$ cat src/rtl/serializer_pkg.sv
// Shared types for the PISO serializer: FSM state enum and default word width.
// Build option: define SERIALIZER_PARITY_EN to append an even-parity bit to every frame.
package serializer_pkg;

  localparam int unsigned DEFAULT_WIDTH = 4;

`ifdef SERIALIZER_PARITY_EN
  typedef enum logic [1:0] {
    IDLE   = 2'd0,
    SHIFT  = 2'd1,
    PARITY = 2'd2
  } ser_state_t;
`else
  typedef enum logic {
    IDLE  = 1'b0,
    SHIFT = 1'b1
  } ser_state_t;
`endif

endpackage

$ cat src/rtl/piso_shift_core.sv
// Shift register and bit counter for the PISO serializer; shifts left, MSB out first.
// WIDTH must be at least 2.
module piso_shift_core
  import serializer_pkg::*;
#(
  parameter int unsigned WIDTH = DEFAULT_WIDTH,
  localparam int unsigned CNT_W = $clog2(WIDTH)
) (
  input  logic             clock,
  input  logic             reset_n,
  input  logic             load,
  input  logic             shift,
  input  logic [WIDTH-1:0] d,
  output logic             q_msb,
  output logic             q_next,
  output logic [CNT_W-1:0] count
);

  logic [WIDTH-1:0] r_shreg;
  logic [CNT_W-1:0] r_count;

  // Load wins over shift; zero fills the LSB as bits leave the MSB.
  always_ff @(posedge clock or negedge reset_n) begin
    if (!reset_n) begin
      r_shreg <= '0;
      r_count <= '0;
    end else if (load) begin
      r_shreg <= d;
      r_count <= '0;
    end else if (shift) begin
      r_shreg <= {r_shreg[WIDTH-2:0], 1'b0};
      r_count <= r_count + CNT_W'(1);
    end
  end

  assign q_msb  = r_shreg[WIDTH-1];
  assign q_next = r_shreg[WIDTH-2];
  assign count  = r_count;

endmodule

$ cat src/rtl/piso_serializer.sv
// Parallel-in serial-out serializer with valid/ready input and stallable serial output.
// Build option: define SERIALIZER_PARITY_EN to append an even-parity bit to every frame.
module piso_serializer
  import serializer_pkg::*;
#(
  parameter int unsigned WIDTH = DEFAULT_WIDTH
) (
  input  logic             clock,
  input  logic             reset_n,
  input  logic [WIDTH-1:0] din,
  input  logic             din_valid,
  output logic             din_ready,
  input  logic             shift_en,
  output logic             sout,
  output logic             sout_valid,
  output logic             done
);

  localparam int unsigned CNT_W = $clog2(WIDTH);

  ser_state_t       r_state;
  ser_state_t       w_next_state;
  logic             r_din_ready;
  logic             r_sout;
  logic             r_sout_valid;
  logic             r_done;
  logic             w_din_ready;
  logic             w_sout;
  logic             w_sout_valid;
  logic             w_done;
  logic             w_load;
  logic             w_shift;
  logic             w_q_msb;
  logic             w_q_next;
  logic             w_last;
  logic [CNT_W-1:0] w_count;

  piso_shift_core #(
    .WIDTH (WIDTH)
  ) u_core (
    .clock   (clock),
    .reset_n (reset_n),
    .load    (w_load),
    .shift   (w_shift),
    .d       (din),
    .q_msb   (w_q_msb),
    .q_next  (w_q_next),
    .count   (w_count)
  );

  assign w_last = (w_count == CNT_W'(WIDTH - 1));

`ifdef SERIALIZER_PARITY_EN
  logic r_parity;

  // Parity is taken from the word at capture time since the shifter discards bits.
  always_ff @(posedge clock or negedge reset_n) begin
    if (!reset_n) begin
      r_parity <= 1'b0;
    end else if (w_load) begin
      r_parity <= ^din;
    end
  end
`endif

  always_ff @(posedge clock or negedge reset_n) begin
    if (!reset_n) begin
      r_state      <= IDLE;
      r_din_ready  <= 1'b1;
      r_sout       <= 1'b0;
      r_sout_valid <= 1'b0;
      r_done       <= 1'b0;
    end else begin
      r_state      <= w_next_state;
      r_din_ready  <= w_din_ready;
      r_sout       <= w_sout;
      r_sout_valid <= w_sout_valid;
      r_done       <= w_done;
    end
  end

  // Next state plus next values of the registered outputs.
  always_comb begin
    w_next_state = r_state;
    w_load       = 1'b0;
    w_shift      = 1'b0;
    w_sout       = 1'b0;
    w_sout_valid = 1'b0;
    w_done       = 1'b0;
    unique case (r_state)
      IDLE: begin
        if (din_valid) begin
          w_load       = 1'b1;
          w_next_state = SHIFT;
          w_sout       = din[WIDTH-1];
          w_sout_valid = 1'b1;
        end
      end
      SHIFT: begin
        w_sout       = w_q_msb;
        w_sout_valid = 1'b1;
        if (shift_en) begin
          w_shift = 1'b1;
          if (w_last) begin
`ifdef SERIALIZER_PARITY_EN
            w_next_state = PARITY;
            w_sout       = r_parity;
`else
            w_next_state = IDLE;
            w_sout       = 1'b0;
            w_sout_valid = 1'b0;
            w_done       = 1'b1;
`endif
          end else begin
            w_sout = w_q_next;
          end
        end
      end
`ifdef SERIALIZER_PARITY_EN
      PARITY: begin
        w_sout       = r_parity;
        w_sout_valid = 1'b1;
        if (shift_en) begin
          w_next_state = IDLE;
          w_sout       = 1'b0;
          w_sout_valid = 1'b0;
          w_done       = 1'b1;
        end
      end
`endif
      default: w_next_state = IDLE;
    endcase
    w_din_ready = (w_next_state == IDLE);
  end

  assign din_ready  = r_din_ready;
  assign sout       = r_sout;
  assign sout_valid = r_sout_valid;
  assign done       = r_done;

endmodule

$ cat config.mk
export PLATFORM = sky130hd
export DESIGN_NAME = piso_serializer
export DESIGN_NICKNAME = d
export VERILOG_FILES = /design/src/rtl/serializer_pkg.sv /design/src/rtl/piso_shift_core.sv /design/src/rtl/piso_serializer.sv
export SDC_FILE = /design/constraint.sdc
export NUM_CORES = 1
export LEC_CHECK = 0
export CORE_MARGIN = 2
export CORE_UTILIZATION = 30
export CTS_BUF_LIST = sky130_fd_sc_hd__clkbuf_8
export DETAILED_ROUTE_END_ITERATION = 12
export PLACE_DENSITY_LB_ADDON = 0.15
export SETUP_SLACK_MARGIN = 0.05
export SYNTH_ARGS = -nofsm -noshare
export SYNTH_HDL_FRONTEND = slang
export SYNTH_HIERARCHICAL = 1
export SYNTH_SLANG_ARGS = --single-unit
$ cat constraint.sdc
create_clock -name clock -period 1.2 [get_ports clock]
set_clock_uncertainty 0.1 [all_clocks]
set_input_delay 0.24 -clock clock [delete_from_list [all_inputs] [get_ports clock]]
set_output_delay 0.24 -clock clock [all_outputs]
set_load 0.005 [all_outputs]
==> metrics.txt <==
status complete, no violations; DRT iter0 DRCs 1; pwr/cell area 2091 nW/µm²; Reg area 251.5 µm²; element type at the critical path end flip-flop; Max Slew Vio Count 0; clock sink count 10; Area after DPL 611.8 µm²; I/O pin total 12; CTS Buffer Depth 2; post-route cell area 680.7 µm²; CTS root buffer clkbuf_8; CTS Buf Count 3; Clock Latency Late Sink 230 ps; area of the multi-input gates 198.9 µm²; Syn Inst Count 40; total power 0.001423 W; register-to-register setup slack 10 ps; met3 WL 82 µm; register area share after synthesis 55.68%; Leakage 0.3291 nW; PortBufs 11; Final Hold Fails 0; share of the synthesized area in the top cell type 49.86%; CTS tree yes; maximum vdd drop 0.0007387 V; total number of vias 356; post-synth design cell area 451.7 µm²; routability cong. 0.7685; cts hold-fix bufs 0; fin crit share 98.79%; critical path required time 1220 ps; WL met1 403 µm; Routed WL 962 µm; final setup fails 0; nets 71; RSZ-0062 raised after global routing yes; Max-cap violations 0; vias per cell 4.564; Synth area leader dfrtp_1; largest net degree at the start of global routing 11; GRT overflow 0; fmax 843.6 MHz; layout cells sized above 1 35.48%; synthesis-to-finish area growth 50.69%; global-route wire length before repair 1614 µm; Starting Density 31.07%; Met2 Wirelength 477 µm; vias in the first global route 389; GRT Util Overall 12.34%; Seq cells post-synth 10; die area 1832 µm²; H-tree levels 1; net count after synthesis 48; Rel. slew slack 85.08%; fin crit period 1185 ps; Worst Hold Class primary input to asynchronous set/reset pin; critical path class flip-flop to flip-flop; Critical Path Fanout Max 5; Syn Area/Cell 11.29 µm²; top cells by area, synth dfrtp_1 (50%), mux2i_1 (6.6%), dfstp_2 (5.8%); Rows 14; Die H 42.80 µm; yosys warns 6; detailed placer's ending HPWL 642.2 µm; CP Launch Type flip-flop; TritonRoute pass-1 iters 4; die width 42.80 µm; Clock transition at path regs 50 ps; WL/cell 12.33 µm; Filler cells 136; DRC Markers 0; synth unique cells 19; Post-DRT Antenna Nets 0; core area 1454 µm²; n_diodes 0; Worst Max-Slew Pin Slew 223.8 ps; initial antenna violation count 0; top routing layer in use met3; crit path DAT 1200 ps
sequential cells by signal, indices dropped and copies added, names as in the netlist:
| register | flops |
|---|---|
| sout_valid | 1 |
| sout | 1 |
| u_core/r_shreg | 4 |
| din_ready | 1 |
| u_core/count | 2 |
| done | 1 |
metrics by stage:
step	worst slack [ps]	util, %	setup TNS (ps)	std cells	hold slack [ps]
2_1_floorplan	19.68	-	0	40	-155.6
3_3_place_gp	-257.3	42.08	-1720	72	422.1
3_5_place_dp	-291.4	42.08	-2074	72	432.1
4_1_cts	17.66	46.39	0	78	192.1
5_1_grt	-47.68	46.82	-130.0	78	209.7
6_report	14.57	46.82	0	78	190.0
report_power, final:
group	internal (W)	leakage (nW)	total [W]	switching, W
Sequential	0.000473	0.124	0.000570	0.0000972
Combinational	0.000304	0.178	0.000510	0.000206
Clock	0.000223	0.0269	0.000343	0.000121
Total	0.000999	0.329	0.00142	0.000424
final timing paths:
check	start	to	cells past startpoint
setup reg to reg	sout_valid	u_core/r_shreg[0]	4
hold reg to reg	u_core/r_shreg[3]	u_core/r_shreg[3]	2
hold / removal	reset_n	sout	2
setup / recovery	sout_valid	u_core/r_shreg[0]	4
min in group clock	u_core/r_shreg[3]	u_core/r_shreg[3]	2
max in group asynchronous	reset_n	din_ready	2
layer usage:
metal | track usage, % | vias up
met2 | 18.79 | 10
met4 | 7.500 | 0
met5 | 0 | -
met1 | 14.29 | 169
met3 | 5.106 | 0
li1 | - | 177
layout make-up:
cell class,count,share of cell area [%]
sequential,10,36.95
multi-input combinational,27,29.23
timing repair buffer,19,23.16
clock buffer,3,6.066
tap,16,2.941
inverter,2,1.103
clock inverter,1,0.5515
critical path, cell delays in order, from the launching register on:
cell,delay (ps)
dfrtp_1,390
buf_6,130
and2b_4,270
nand2b_4,120
o21ai_1,50
what timing repair did:
action | in CTS | in global routing
buffers inserted | 1 | 0
resized for setup | 17 | 3
pin swaps | 1 | 1
gates cloned | 1 | 0
setup endpoints to repair | 10 | 9
synth_stat cells, drive strengths merged:
master and count:
xnor2 1, a31oi 1, inv 2, dfstp 1, a21oi 2, nand2 5, a21bo 1, o21ai 5
mux2i 3, nand2b 2, dfrtp 9, and2 1, nand3b 1, and2b 1, nand4 1, nand3 1
nor2 1, buf 2
cells by family after synthesis:
logic type | count (synthesis) | synth area share (%)
compound gates | 9 | 12.19
xor+xnor | 1 | 1.939
buf+inv | 4 | 6.648
flops | 10 | 55.68
mux | 3 | 6.648
simple gates | 13 | 16.90
cells in the final DEF (no fill, tap or decap), types with 2 or more instances in the layout:
master,synthesis,routed
buf_4,0,7
clkbuf_8,0,3
buf_2,0,2
clkdlybuf4s50_1,0,6
inv_1,2,3
nand2_1,5,5
dfrtp_1,9,9
o21ai_1,5,4
mux2i_1,3,3
(Power assumes the default switching activity.)
